[config.mk]
export PLATFORM = sky130hd
export DESIGN_NAME = max_tracker_fsm
export DESIGN_NICKNAME = d
export VERILOG_FILES = /design/src/rtl/max_tracker_pkg.sv /design/src/rtl/max_tracker_fsm_cmp.sv /design/src/rtl/max_tracker_fsm.sv
export SDC_FILE = /design/constraint.sdc
export NUM_CORES = 1
export LEC_CHECK = 0
export CAP_MARGIN = 20
export CORE_UTILIZATION = 52
export CTS_CLUSTER_DIAMETER = 30
export DETAILED_ROUTE_END_ITERATION = 10
export MAX_ROUTING_LAYER = met4
export PLACE_DENSITY = 0.92
export SLEW_MARGIN = 30
export SYNTH_ARGS = -nofsm -noshare
export SYNTH_HDL_FRONTEND = slang
export SYNTH_SLANG_ARGS = --single-unit
[constraint.sdc]
create_clock -name clk -period 5.6 [get_ports clk]
set_input_delay 0.84 -clock clk [delete_from_list [all_inputs] [get_ports clk]]
set_output_delay 0.84 -clock clk [all_outputs]
set_load 0.01 [all_outputs]
[src/rtl/max_tracker_pkg.sv]
// max_tracker_pkg: shared state type and parameter helpers for the max tracker
package max_tracker_pkg;
  typedef enum logic [1:0] {IDLE, TRACK, LOCKED} state_t;
  function automatic int idxw(input int epoch);
    return (epoch > 2) ? $clog2(epoch) : 1;
  endfunction
  function automatic logic [31:0] maxv(input int width, input bit sgn);
    return (32'h1 << (sgn ? width - 1 : width)) - 32'h1;
  endfunction
endpackage

[src/rtl/max_tracker_fsm_cmp.sv]
// max_cmp: greater-than compare, unsigned or two's-complement
module max_cmp #(
  parameter int WIDTH = 8,
  parameter int SIGNED = 0
) (
  input  logic [WIDTH-1:0] a,
  input  logic [WIDTH-1:0] b,
  output logic             gt
);
  assign gt = (SIGNED != 0) ? ($signed(a) > $signed(b)) : (a > b);
endmodule

[src/rtl/max_tracker_fsm.sv]
// max_tracker_fsm: per-epoch running maximum with index, saturation lock and epoch result
module max_tracker_fsm
  import max_tracker_pkg::*;
#(
  parameter int WIDTH = 8,
  parameter int EPOCH = 16,
  parameter int SIGNED = 0,
  localparam int IDXW = idxw(EPOCH)
) (
  input  logic             clk,
  input  logic             rst,
  input  logic             in_valid,
  input  logic [WIDTH-1:0] in_data,
  input  logic             clear,
  output logic [WIDTH-1:0] out_max,
  output logic [IDXW-1:0]  out_idx,
  output logic             max_valid,
  output logic             saturated,
  output logic             epoch_done,
  output logic [WIDTH-1:0] epoch_max
);
  localparam logic [WIDTH-1:0] MAXV = WIDTH'(maxv(WIDTH, SIGNED != 0));
  localparam logic [IDXW-1:0] LAST = IDXW'(EPOCH - 1);
  state_t state, state_n;
  logic [IDXW-1:0] cnt, cnt_n, idx_n;
  logic [WIDTH-1:0] max_n, emax_n;
  logic valid_n, sat_n, done_n, gt, upd;
  max_cmp #(.WIDTH(WIDTH), .SIGNED(SIGNED)) u_cmp (.a(in_data), .b(out_max), .gt(gt));
  // state and output registers
  always_ff @(posedge clk) begin
    if (rst) begin
      state <= IDLE;
      cnt <= '0;
      out_max <= '0;
      out_idx <= '0;
      max_valid <= 1'b0;
      saturated <= 1'b0;
      epoch_done <= 1'b0;
      epoch_max <= '0;
    end else begin
      state <= state_n;
      cnt <= cnt_n;
      out_max <= max_n;
      out_idx <= idx_n;
      max_valid <= valid_n;
      saturated <= sat_n;
      epoch_done <= done_n;
      epoch_max <= emax_n;
    end
  end
  // next state: clear beats samples, illegal encodings fall back to IDLE, last sample closes the epoch
  always_comb begin
    state_n = state;
    cnt_n = cnt;
    max_n = out_max;
    idx_n = out_idx;
    valid_n = max_valid;
    sat_n = saturated;
    done_n = 1'b0;
    emax_n = epoch_max;
    upd = 1'b0;
    if (clear) begin
      state_n = IDLE;
      cnt_n = '0;
      valid_n = 1'b0;
      sat_n = 1'b0;
    end else if (state != IDLE && state != TRACK && state != LOCKED) begin
      state_n = IDLE;
    end else if (in_valid) begin
      upd = (state == IDLE) || (state == TRACK && gt);
      max_n = upd ? in_data : out_max;
      idx_n = upd ? cnt : out_idx;
      valid_n = 1'b1;
      sat_n = saturated || (in_data == MAXV);
      state_n = (in_data == MAXV) ? LOCKED : (state == IDLE ? TRACK : state);
      cnt_n = cnt + IDXW'(1);
      if (cnt == LAST) begin
        done_n = 1'b1;
        emax_n = max_n;
        cnt_n = '0;
        state_n = IDLE;
        valid_n = 1'b0;
        sat_n = 1'b0;
      end
    end
  end
endmodule

==> reports/metrics.yaml <==
timing:
  grt_setup_unrepaired: "no"
  timing.final.max_slew_violations: 0
  layout_worst_path_cycle_share: 0.538
  post_layout_minimum_cycle_time_ns: 3.02
  clock-skew-final_ns: 0.00974
  slew-limit-headroom: 0.437
  worst_slack_ns: 2.58
  timing.setup.tns_ns: 0
  max_slew.worst_pin.slew_ns: 0.845
  report.final.hold_viol_count: 0
  timing.hold.ws_ns: 0.487
  timing.final.setup_violations: 0
  max_fclk_mhz: 332
critical_path:
  crit_required_ns: 5.81
  worstSetupPathType: "input port to flip-flop"
  regToRegSetupSlack_ns: 3.17
  critical_path.max_fanout: 12
  timing.critical_path.from_type: "input port"
  r2r_start: "out_max[6]$_SDFFE_PP0P_"
  worst_ep_arrival_time_ns: 3.22
  worstReg2RegEnd: "out_max[5]$_SDFFE_PP0P_"
  timing.reg2reg.worst_path_depth: 8
  endpoint_kind: "flip-flop"
grt:
  grt_pass1_wl_mm: 5.08
  antenna_found_initial: 0
  grt_overflow_total: 0
  globalRouteTotalUtil: 0.254
  number_of_global_route_vias_before_repair: 1237
  grt_max_degree: 23
power:
  power_density_nw_per_um2: 259
  power.internal_uw: 375
  comb_power_share: 0.113
  finalPower_uw: 485
  cellLeakagePower_nw: 0.731
  vdd.ir_drop.worst_mv: 0.305
  clockPowerShare: 0.444
  part_of_the_total_power_dissipated_in_sequential_elements: 0.443
  net_switching_power_figure_uw: 110
  switching_share: 0.227
layout:
  mostFrequentLayoutCell: "sky130_fd_sc_hd__clkdlybuf4s50_1"
  final_layout_size_suffix_gt1_frac: 0.114
  antennaDiodeCount: 0
  area_growth_syn_to_layout_pct: 31.5
  num-nets-final: 213
  fill_cells: 192
  final_cell_mix: "sky130_fd_sc_hd__clkdlybuf4s50_1, sky130_fd_sc_hd__nor2_1, sky130_fd_sc_hd__dfxtp_1"
worst_hold_path:
  worstHoldEndpoint: "max_valid$_SDFFE_PP0P_"
  hold_path_depth: 2
  min_path_type: "flip-flop to flip-flop"
  hold_path.startpoint: "max_valid$_SDFFE_PP0P_"
place:
  globalplace.congestion: 0.862
  place.port_buffers: 34
  setup_slack_placement_ns: 2.26
  dp.final_hpwl_mm: 2.35
routing:
  detail-route-antenna-nets: 0
  detailedRoute.firstPassIterationCount: 4
  drtIter0Drc: 31
  remaining_drc_errors: 0
  vias_per_cell: 5.63
  vias: 1255
  detail_route.wl_per_cell_um: 14.7
  detail_route.wirelength_mm: 3.27
floorplan:
  core_region_area_sq_um: 2540
  rows: 18
  die_h_um: 54.4
  start_util: 0.560
  chipWidth_um: 54.4
  boundaryPins: 35
  floorplan.die_area_sq_um: 2960
clocking:
  number_of_gates_given_a_new_drive_strength_after_cts: 0
  clockBufferDepth: 2
  cts.clk_slew.worst_paths_ns: 0.10
  cts_hold_buffers: 0
  post-cts-setup-buffer-count: 0
  tritoncts: "built"
  cts_inserted_buffers: 5
  clock_sink_count: 29
  clkLatencyLatePin_ns: 0.34
  cts-root-buf: "sky130_fd_sc_hd__clkbuf_4"
  ctsHtreeMaxLevel: 2
synth:
  synth_edf_count: 0
  async_s_r_ff_share_synth: 0
  yosys_warnings: 0
  postSynthRegisterBits: 29
  syn-mean-instance-area_sq_um: 9.14
  seq_area_frac_synth: 0.407
  synth_fp_nets: 177
  synth_top_area_cell: "sky130_fd_sc_hd__dfxtp_1"
  ys_dominant_reg_cell: "sky130_fd_sc_hd__dfxtp_1"
  synthDistinctLibCells: 28
  synthesized_cell_area_sq_um: 1430
  post_synth_inst_count: 156
  yosys.area.top_type_share: 0.407
  synthTopCellsByArea: "sky130_fd_sc_hd__dfxtp_1, sky130_fd_sc_hd__mux2i_1, sky130_fd_sc_hd__ha_1"
job:
  max_cap_violations: 0
run_status:
  run_status: "finished, final reports clean"
layout make-up:
class | count | area [sq um] | area share
multi-input cells | 111 | 778 | 0.415
flip-flops and latches | 29 | 581 | 0.310
repair buffers | 34 | 335 | 0.179
clock inverters | 3 | 65.1 | 0.0347
inverters | 11 | 41.3 | 0.0220
clock buffers | 5 | 37.5 | 0.0200
well taps | 30 | 37.5 | 0.0200
worst max-delay path, stage by stage:
cell and delay, ns:
sky130_fd_sc_hd__clkdlybuf4s50_1 0.47, sky130_fd_sc_hd__ha_1 0.35, sky130_fd_sc_hd__a21oi_1 0.15, sky130_fd_sc_hd__nand2_1 0.06, sky130_fd_sc_hd__a211o_1 0.34, sky130_fd_sc_hd__o21ai_2 0.67
sky130_fd_sc_hd__mux2i_1 0.27, sky130_fd_sc_hd__nor2_1 0.06
logic make-up (layout without fill, tap and decap cells):
| family | after synthesis | after routing | synth area share |
|---|---|---|---|
| AOI/OAI and AO/OA | 23 | 23 | 0.140 |
| xor gates and xnor gates | 1 | 1 | 0.00614 |
| adders and majority gates | 9 | 9 | 0.0789 |
| buffers and inverters | 16 | 53 | 0.0474 |
| DFF | 29 | 29 | 0.407 |
| muxes | 20 | 20 | 0.140 |
| and+or+nand+nor | 58 | 58 | 0.180 |
metal layers:
metal | vias to the layer above | global-route usage | routed length [um]
met1 | 595 | 0.276 | 1420
met5 | - | - | 0
met3 | 11 | 0.0639 | 120
met2 | 37 | 0.423 | 1650
li1 | 612 | - | -
met4 | 0 | 0.132 | 89
state kept, by name, indices dropped and copies added (netlist names):
signal	flops
out_idx	4
saturated	1
state	2
max_valid	1
epoch_done	1
cnt	4
out_max	8
epoch_max	8
through the flow:
stage               std cells   util  area [sq um]
floorplan                 156      -          1430
global placement          215  0.699          1780
detailed placement        215  0.699          1780
CTS                       223  0.739          1880
global route              223  0.737          1880
finish                    223  0.737          1880
power groups by stage:
stage          logic (mW)  clock network [mW]  registers (mW)
2_1_floorplan      0.0298                   0           0.220
3_3_place_gp       0.0521                   0           0.219
3_5_place_dp       0.0546                   0           0.219
4_1_cts            0.0553               0.215           0.215
5_1_grt            0.0604               0.226           0.215
6_report           0.0550               0.215           0.215
synth_stat cells, types with 2 or more instances:
cell                       count
sky130_fd_sc_hd__nor2_1       30
sky130_fd_sc_hd__mux2i_1      20
sky130_fd_sc_hd__a211oi_2      8
sky130_fd_sc_hd__nor3_1        4
sky130_fd_sc_hd__dfxtp_1      29
sky130_fd_sc_hd__buf_4         2
sky130_fd_sc_hd__or2_2         2
sky130_fd_sc_hd__clkbuf_1      3
sky130_fd_sc_hd__ha_1          9
sky130_fd_sc_hd__a21oi_1       8
sky130_fd_sc_hd__nand2_1      10
sky130_fd_sc_hd__nor4_1        2
sky130_fd_sc_hd__nand4_1       4
sky130_fd_sc_hd__inv_1        11
worst max-delay path by stage:
stage	startpoint	end	slack, ns	cells past startpoint
global placement	in_data[6]	out_max[1]$_SDFFE_PP0P_	2.32	8
finish	in_data[6]	out_max[5]$_SDFFE_PP0P_	2.58	8
CTS	in_data[6]	out_max[5]$_SDFFE_PP0P_	2.58	8
global route	in_data[6]	out_idx[3]$_SDFFE_PP0P_	2.44	8
detailed placement	in_data[6]	out_idx[3]$_SDFFE_PP0P_	2.26	8
floorplan	in_data[6]	out_idx[0]$_SDFFE_PP0P_	3.16	8
Note: power is estimated with default switching activity, not from simulation.
